===== src/rtl/ps2_pkg.sv =====
// Shared PS/2 frame constants, deframer state encoding and frame validity check.
package ps2_pkg;
  localparam int PS2_FRAME_BITS = 11;
  localparam int PS2_START      = 0;
  localparam int PS2_PAR        = 9;
  localparam int PS2_STOP       = 10;

  typedef enum logic [1:0] {IDLE, SHIFT, CHECK} ps2_state_t;

  // Start low, stop high, odd parity across data plus parity bit.
  function automatic logic frame_valid(input logic [PS2_FRAME_BITS-1:0] f);
    return !f[PS2_START] && f[PS2_STOP] && (^f[PS2_PAR:1]);
  endfunction
endpackage


===== src/rtl/sync_fifo.sv =====
// Show-ahead FIFO with registered head: a push is visible at dout one cycle later,
// a pop advances dout on the next cycle; push while full is dropped unless popping.
module sync_fifo #(
  parameter int WIDTH = 8,
  parameter int DEPTH = 8
) (
  input  logic             clk,
  input  logic             rst,
  input  logic             push,
  input  logic             pop,
  input  logic [WIDTH-1:0] din,
  output logic [WIDTH-1:0] dout,
  output logic             empty,
  output logic             full
);
  localparam int AW = $clog2(DEPTH);

  logic [WIDTH-1:0] mem [DEPTH];
  logic [AW:0]      wptr, rptr, wptr_nxt, rptr_nxt;
  logic             do_push, do_pop;

  assign empty    = (wptr == rptr);
  assign full     = (wptr[AW] != rptr[AW]) && (wptr[AW-1:0] == rptr[AW-1:0]);
  assign do_pop   = pop && !empty;
  assign do_push  = push && (!full || do_pop);
  assign rptr_nxt = rptr + {{AW{1'b0}}, do_pop};
  assign wptr_nxt = wptr + {{AW{1'b0}}, do_push};

  always_ff @(posedge clk) begin
    if (do_push) mem[wptr[AW-1:0]] <= din;
  end

  // dout tracks the next head; it bypasses din when the pushed entry becomes the head.
  always_ff @(posedge clk or negedge rst) begin
    if (!rst) begin
      wptr <= '0;
      rptr <= '0;
      dout <= '0;
    end else begin
      wptr <= wptr_nxt;
      rptr <= rptr_nxt;
      if (rptr_nxt != wptr_nxt)
        dout <= (do_push && rptr_nxt == wptr) ? din : mem[rptr_nxt[AW-1:0]];
    end
  end
endmodule


===== src/rtl/ps2_rx_fifo.sv =====
// PS/2 receive front end: pin sync, falling-edge detect, 11-bit deframer with timeout,
// buffering good bytes in a show-ahead FIFO; byte visible 2 cycles after the stop-bit edge.
module ps2_rx_fifo
  import ps2_pkg::*;
#(
  parameter int FIFO_DEPTH     = 8,
  parameter int SYNC_STAGES    = 3,
  parameter int TIMEOUT_CYCLES = 5000
) (
  input  logic       clk,
  input  logic       rst,
  input  logic       ps2_clk,
  input  logic       ps2_data,
  input  logic       rd_en,
  output logic [7:0] data,
  output logic       ready,
  output logic       overflow,
  output logic       frame_err
);
  localparam int IW = $clog2(TIMEOUT_CYCLES + 1);

  logic [SYNC_STAGES-1:0]    clk_sync, dat_sync;
  logic                      clk_prev, clk_s, dat_s, fall;
  ps2_state_t                state;
  logic [3:0]                bit_cnt;
  logic [IW-1:0]             idle_cnt;
  logic [PS2_FRAME_BITS-1:0] shreg, frame_nxt;
  logic                      frame_ok;
  logic                      empty, full, pop, push;

  assign clk_s = clk_sync[SYNC_STAGES-1];
  assign dat_s = dat_sync[SYNC_STAGES-1];
  assign fall  = clk_prev && !clk_s;

  always_ff @(posedge clk or negedge rst) begin
    if (!rst) begin
      clk_sync <= '1;
      dat_sync <= '1;
      clk_prev <= 1'b1;
    end else begin
      clk_sync <= {clk_sync[SYNC_STAGES-2:0], ps2_clk};
      dat_sync <= {dat_sync[SYNC_STAGES-2:0], ps2_data};
      clk_prev <= clk_s;
    end
  end

  always_comb begin
    frame_nxt = shreg;
    for (int i = 0; i < PS2_FRAME_BITS; i++)
      if (bit_cnt == 4'(i)) frame_nxt[i] = dat_s;
  end

  // Validity is judged as the stop bit arrives so frame_err/frame_ok are registered for CHECK.
  always_ff @(posedge clk or negedge rst) begin
    if (!rst) begin
      state     <= IDLE;
      bit_cnt   <= '0;
      idle_cnt  <= '0;
      shreg     <= '0;
      frame_ok  <= 1'b0;
      frame_err <= 1'b0;
    end else begin
      frame_ok  <= 1'b0;
      frame_err <= 1'b0;
      case (state)
        IDLE: begin
          idle_cnt <= '0;
          if (fall) begin
            shreg   <= {{(PS2_FRAME_BITS-1){1'b0}}, dat_s};
            bit_cnt <= 4'd1;
            state   <= SHIFT;
          end
        end
        SHIFT: begin
          if (fall) begin
            shreg    <= frame_nxt;
            bit_cnt  <= bit_cnt + 4'd1;
            idle_cnt <= '0;
            if (bit_cnt == 4'(PS2_STOP)) begin
              state     <= CHECK;
              frame_ok  <= frame_valid(frame_nxt);
              frame_err <= !frame_valid(frame_nxt);
            end
          end else if (idle_cnt == IW'(TIMEOUT_CYCLES - 1)) begin
            state    <= IDLE;
            bit_cnt  <= '0;
            idle_cnt <= '0;
            shreg    <= '0;
          end else begin
            idle_cnt <= idle_cnt + 1'b1;
          end
        end
        CHECK: begin
          state   <= IDLE;
          bit_cnt <= '0;
        end
        default: state <= IDLE;
      endcase
    end
  end

  assign pop  = rd_en && !empty;
  assign push = frame_ok && (!full || pop);

  always_ff @(posedge clk or negedge rst) begin
    if (!rst)
      overflow <= 1'b0;
    else if (frame_ok && full && !pop)
      overflow <= 1'b1;
  end

  sync_fifo #(
    .WIDTH (8),
    .DEPTH (FIFO_DEPTH)
  ) u_fifo (
    .clk   (clk),
    .rst   (rst),
    .push  (push),
    .pop   (pop),
    .din   (shreg[8:1]),
    .dout  (data),
    .empty (empty),
    .full  (full)
  );

  assign ready = !empty;
endmodule


===== config.mk =====
export PLATFORM = sky130hd
export DESIGN_NAME = ps2_rx_fifo
export DESIGN_NICKNAME = d
export VERILOG_FILES = /design/src/rtl/ps2_pkg.sv /design/src/rtl/sync_fifo.sv /design/src/rtl/ps2_rx_fifo.sv
export SDC_FILE = /design/constraint.sdc
export NUM_CORES = 1
export LEC_CHECK = 0
export CORE_UTILIZATION = 55
export DETAILED_ROUTE_END_ITERATION = 12
export PLACE_DENSITY_LB_ADDON = 0.3
export SYNTH_ARGS = -nofsm -noshare
export SYNTH_HDL_FRONTEND = slang
export SYNTH_SLANG_ARGS = --single-unit

===== constraint.sdc =====
create_clock -name clk -period 8.5 [get_ports clk]
set_input_delay 0.85 -clock clk [delete_from_list [all_inputs] [get_ports clk]]
set_output_delay 0.85 -clock clk [all_outputs]
set_load 0.05 [all_outputs]

==> summary.md <==
| Metric | Value |
|---|---|
| DRT antenna net count | `0` |
| Dpl hpwl | `about 7000 um` |
| Run status | `finished, final reports clean` |
| Clk sinks | `120` |
| Non-filler cells, final | `~580` |
| Critical-path maximum fanout | `11` |
| Die Span X | `approximately 100 um` |
| Commonest non-fill, non-tap cell in the layout | `edfxtp_1` |
| Slew at the pin closest to its max-slew limit | `1.19 ns` |
| Worst IR Drop VDD | `roughly 0.00013 V` |
| WHS | `0.354 ns` |
| CTS buffer count | `17` |
| Leakage Power | `about 2.3 nW` |
| Fmax | `around 250 MHz` |
| ANT cells | `0` |
| Area contributors post-synth | `edfxtp_1 (33%), dfrtp_1 (21%), mux4_1 (5.5%), o21ai_0 (3.5%), dfstp_2 (3.2%)` |
| Met2 usage | `about a third` |
| Core area | `0.00995 mm2` |
| Syn Area/Cell | `between 10 and 15 um2` |
| Crit path arrival time | `approximately 4.4 ns` |
| Ys async rst share | `between 40 and 50%` |
| GR Util met1 | `roughly 28%` |
| GR Util met3 | `between 5 and 6%` |
| CTS Buffer Depth | `2` |
| Vias in the first global route | `3390` |
| Startpoint type of the worst setup path | `register` |
| Syn Nets | `between 400 and 500` |
| Grt peak-use layer | `met2` |
| CTS clock-pin slew for the worst setup and hold paths | `0.06 ns` |
| Setup Fix Bufs, Post-CTS | `0` |
| Cts repair resizes | `0` |
| Area leader, netlist | `edfxtp_1` |
| # port buffers | `15` |
| H-tree lvl count | `4` |
| Worst Path Class, Setup | `register to register` |
| Synth unique cells | `63` |
| Placed insts | `~540` |
| Worst endpoint required time | `between 8 and 9 ns` |
| Cells after synthesis | `roughly 410` |
| Number of top-level pins | `16` |
| GPL Wtd Cong | `~0.8` |
| P per Cell Area | `232 mW/mm2` |
| Hold WC Path Type | `register to register` |
| CTS tree | `yes` |
| Pin count of the biggest net entering global routing | `57` |
| Grt ovf | `0` |
| Top-area cell type share of the netlist area | `33.4%` |
| Min Clock Period, post-route | `4.00 ns` |
| EDFF count, synth | `64` |
| Final Skew | `around 0.0066 ns` |
| DRC viols | `0` |
| Fill count | `733` |
| RSZ-0062 raised after global routing | `false` |
| Layout cells sized above 1 | `18.3%` |
| Final setup violation count | `0` |
| Die H | `between 100 and 150 um` |
| Dominant register cell in the synthesized netlist | `edfxtp_1` |
| Initial core utilization | `just under 60%` |
| Router iterations before antenna repair | `4` |
| Rows | `36` |
| First-pass GRT wire length | `17500 um` |
| Worst-skew pair later-pin latency | `~0.52 ns` |
| # nets final | `447` |
| Post-CTS Hold Buffers | `0` |
| Total GRT Usage | `21.5%` |
| Full die area | `0.0109 mm2` |
| Synthesis-stage register bit count | `120` |
| Register area share after synthesis | `between 50% and 60%` |
| Pins Over Slew Limit | `0` |
| Total length of routed wires | `approximately 11000 um` |
| Netlist Area Pre-Place | `roughly 0.0057 mm2` |
| Setup crit end kind | `register` |
| CTS Root Cell | `clkbuf_8` |
| Vias/cell | `5.84` |
| Final hold viol count | `0` |
| Area grow syn2layout | `13.8%` |
| Synth warnings | `0` |
| Initial drt markers | `160` |
| Via Count | `3359` |
| Max cap viols | `0` |
| Final period utilization | `a little under half` |
| Setup TNS Final | `0 ns` |
| Initial antenna violation count | `0` |
| Total Power | `about 1.5 mW` |
| Most frequent cells in the layout | `edfxtp_1 (64), dfrtp_1 (49), o21ai_0 (40)` |
| Max_slew headroom | `between 20% and 30%` |
| WL/cell | `18.3 um` |
-- kinds of logic after synthesis --
family / Yosys count / synth area share [%]
XOR/XNOR: 28 / 4.77
AND/OR/NAND/NOR: 94 / 9.01
adder cells (fa/ha/maj): 12 / 2.61
buffers and inverters: 29 / 3.13
AO/OA/AOI/OAI: 83 / 9.81
multiplexers: 43 / 12.7
flip-flops: 120 / 58.0
-- routing by layer --
metal  routed length, um  vias to the layer above  part of all wire [%]
li1                    -                     1606                     -
met1                4870                     1692                    46
met2                5270                       48                    50
met3                 270                       13                   2.6
met4                 136                        0                   1.3
met5                   0                        -                     0
-- metrics by stage --
step	setup WS (ns)	util, %	cell area, um2
2_1_floorplan	4.56	-	5750
3_3_place_gp	4.34	60.0	5980
3_5_place_dp	4.21	60.0	5980
4_1_cts	4.48	65.7	6540
5_1_grt	4.25	65.7	6540
6_report	4.50	65.7	6540
-- registers in the layout, summed over array words and instances, names as in the netlist --
name / count
u_fifo.mem: 64
idle_cnt: 13
shreg: 11
u_fifo.dout: 8
bit_cnt: 4
u_fifo.rptr: 4
u_fifo.wptr: 4
clk_sync: 3
dat_sync: 3
state: 2
clk_prev: 1
frame_err: 1
frame_ok: 1
overflow: 1
-- critical path: stages (launching register included) --
cell and delay [ns]:
dfrtp_1 0.39, xnor2_1 0.48, nand4_1 0.18, and2_1 0.19, ha_1 0.19, ha_1 0.19
xor2_1 0.88, xor2_1 0.23, nor3_4 0.49, mux2_2 0.41, mux2_4 0.26
-- power by group --
part | total [mW] | internal (mW) | switching (mW)
Sequential | 0.660 | 0.634 | 0.0253
Clock | 0.678 | 0.417 | 0.261
Combinational | 0.183 | 0.0678 | 0.115
Total | 1.52 | 1.12 | 0.402
-- cell usage after synthesis (6+ instances only) --
master and instances:
inv_1 10, xor2_1 13, xnor2_1 12, nor2_1 14, ha_1 12, o31ai_1 6, mux2_4 8, dfrtp_1 49
dfstp_2 7, nor2b_1 7, mux2_2 10, mux2i_1 7, nand2_1 24, edfxtp_1 64, a21oi_1 9, o21ai_0 40
mux4_1 12, nand3_1 13
-- path summary, 6_finish.rpt --
kind                           startpoint  depth (start not counted)             end  slack, ns
setup / recovery           u_fifo.rptr[3]                         10  u_fifo.dout[0]       4.50
hold / removal                dat_sync[0]                          0     dat_sync[1]       0.35
setup reg to reg           u_fifo.rptr[3]                         10  u_fifo.dout[0]       4.50
hold reg to reg               dat_sync[0]                          0     dat_sync[1]       0.35
max in group asynchronous             rst                          2        shreg[4]       7.54
min in group asynchronous             rst                          2  u_fifo.dout[6]       0.47
-- layout make-up --
cell class | count | area [um2] | share of cell area [%]
Sequential cell | 120 | 3330 | 50.9
Multi-Input combinational cell | 260 | 2250 | 34.4
Clock buffer | 17 | 414 | 6.33
Timing Repair Buffer | 21 | 190 | 2.91
Tap cell | 133 | 166 | 2.54
Clock inverter | 14 | 151 | 2.31
Inverter | 10 | 37.5 | 0.574
Note: power is estimated with default switching activity, not from simulation.
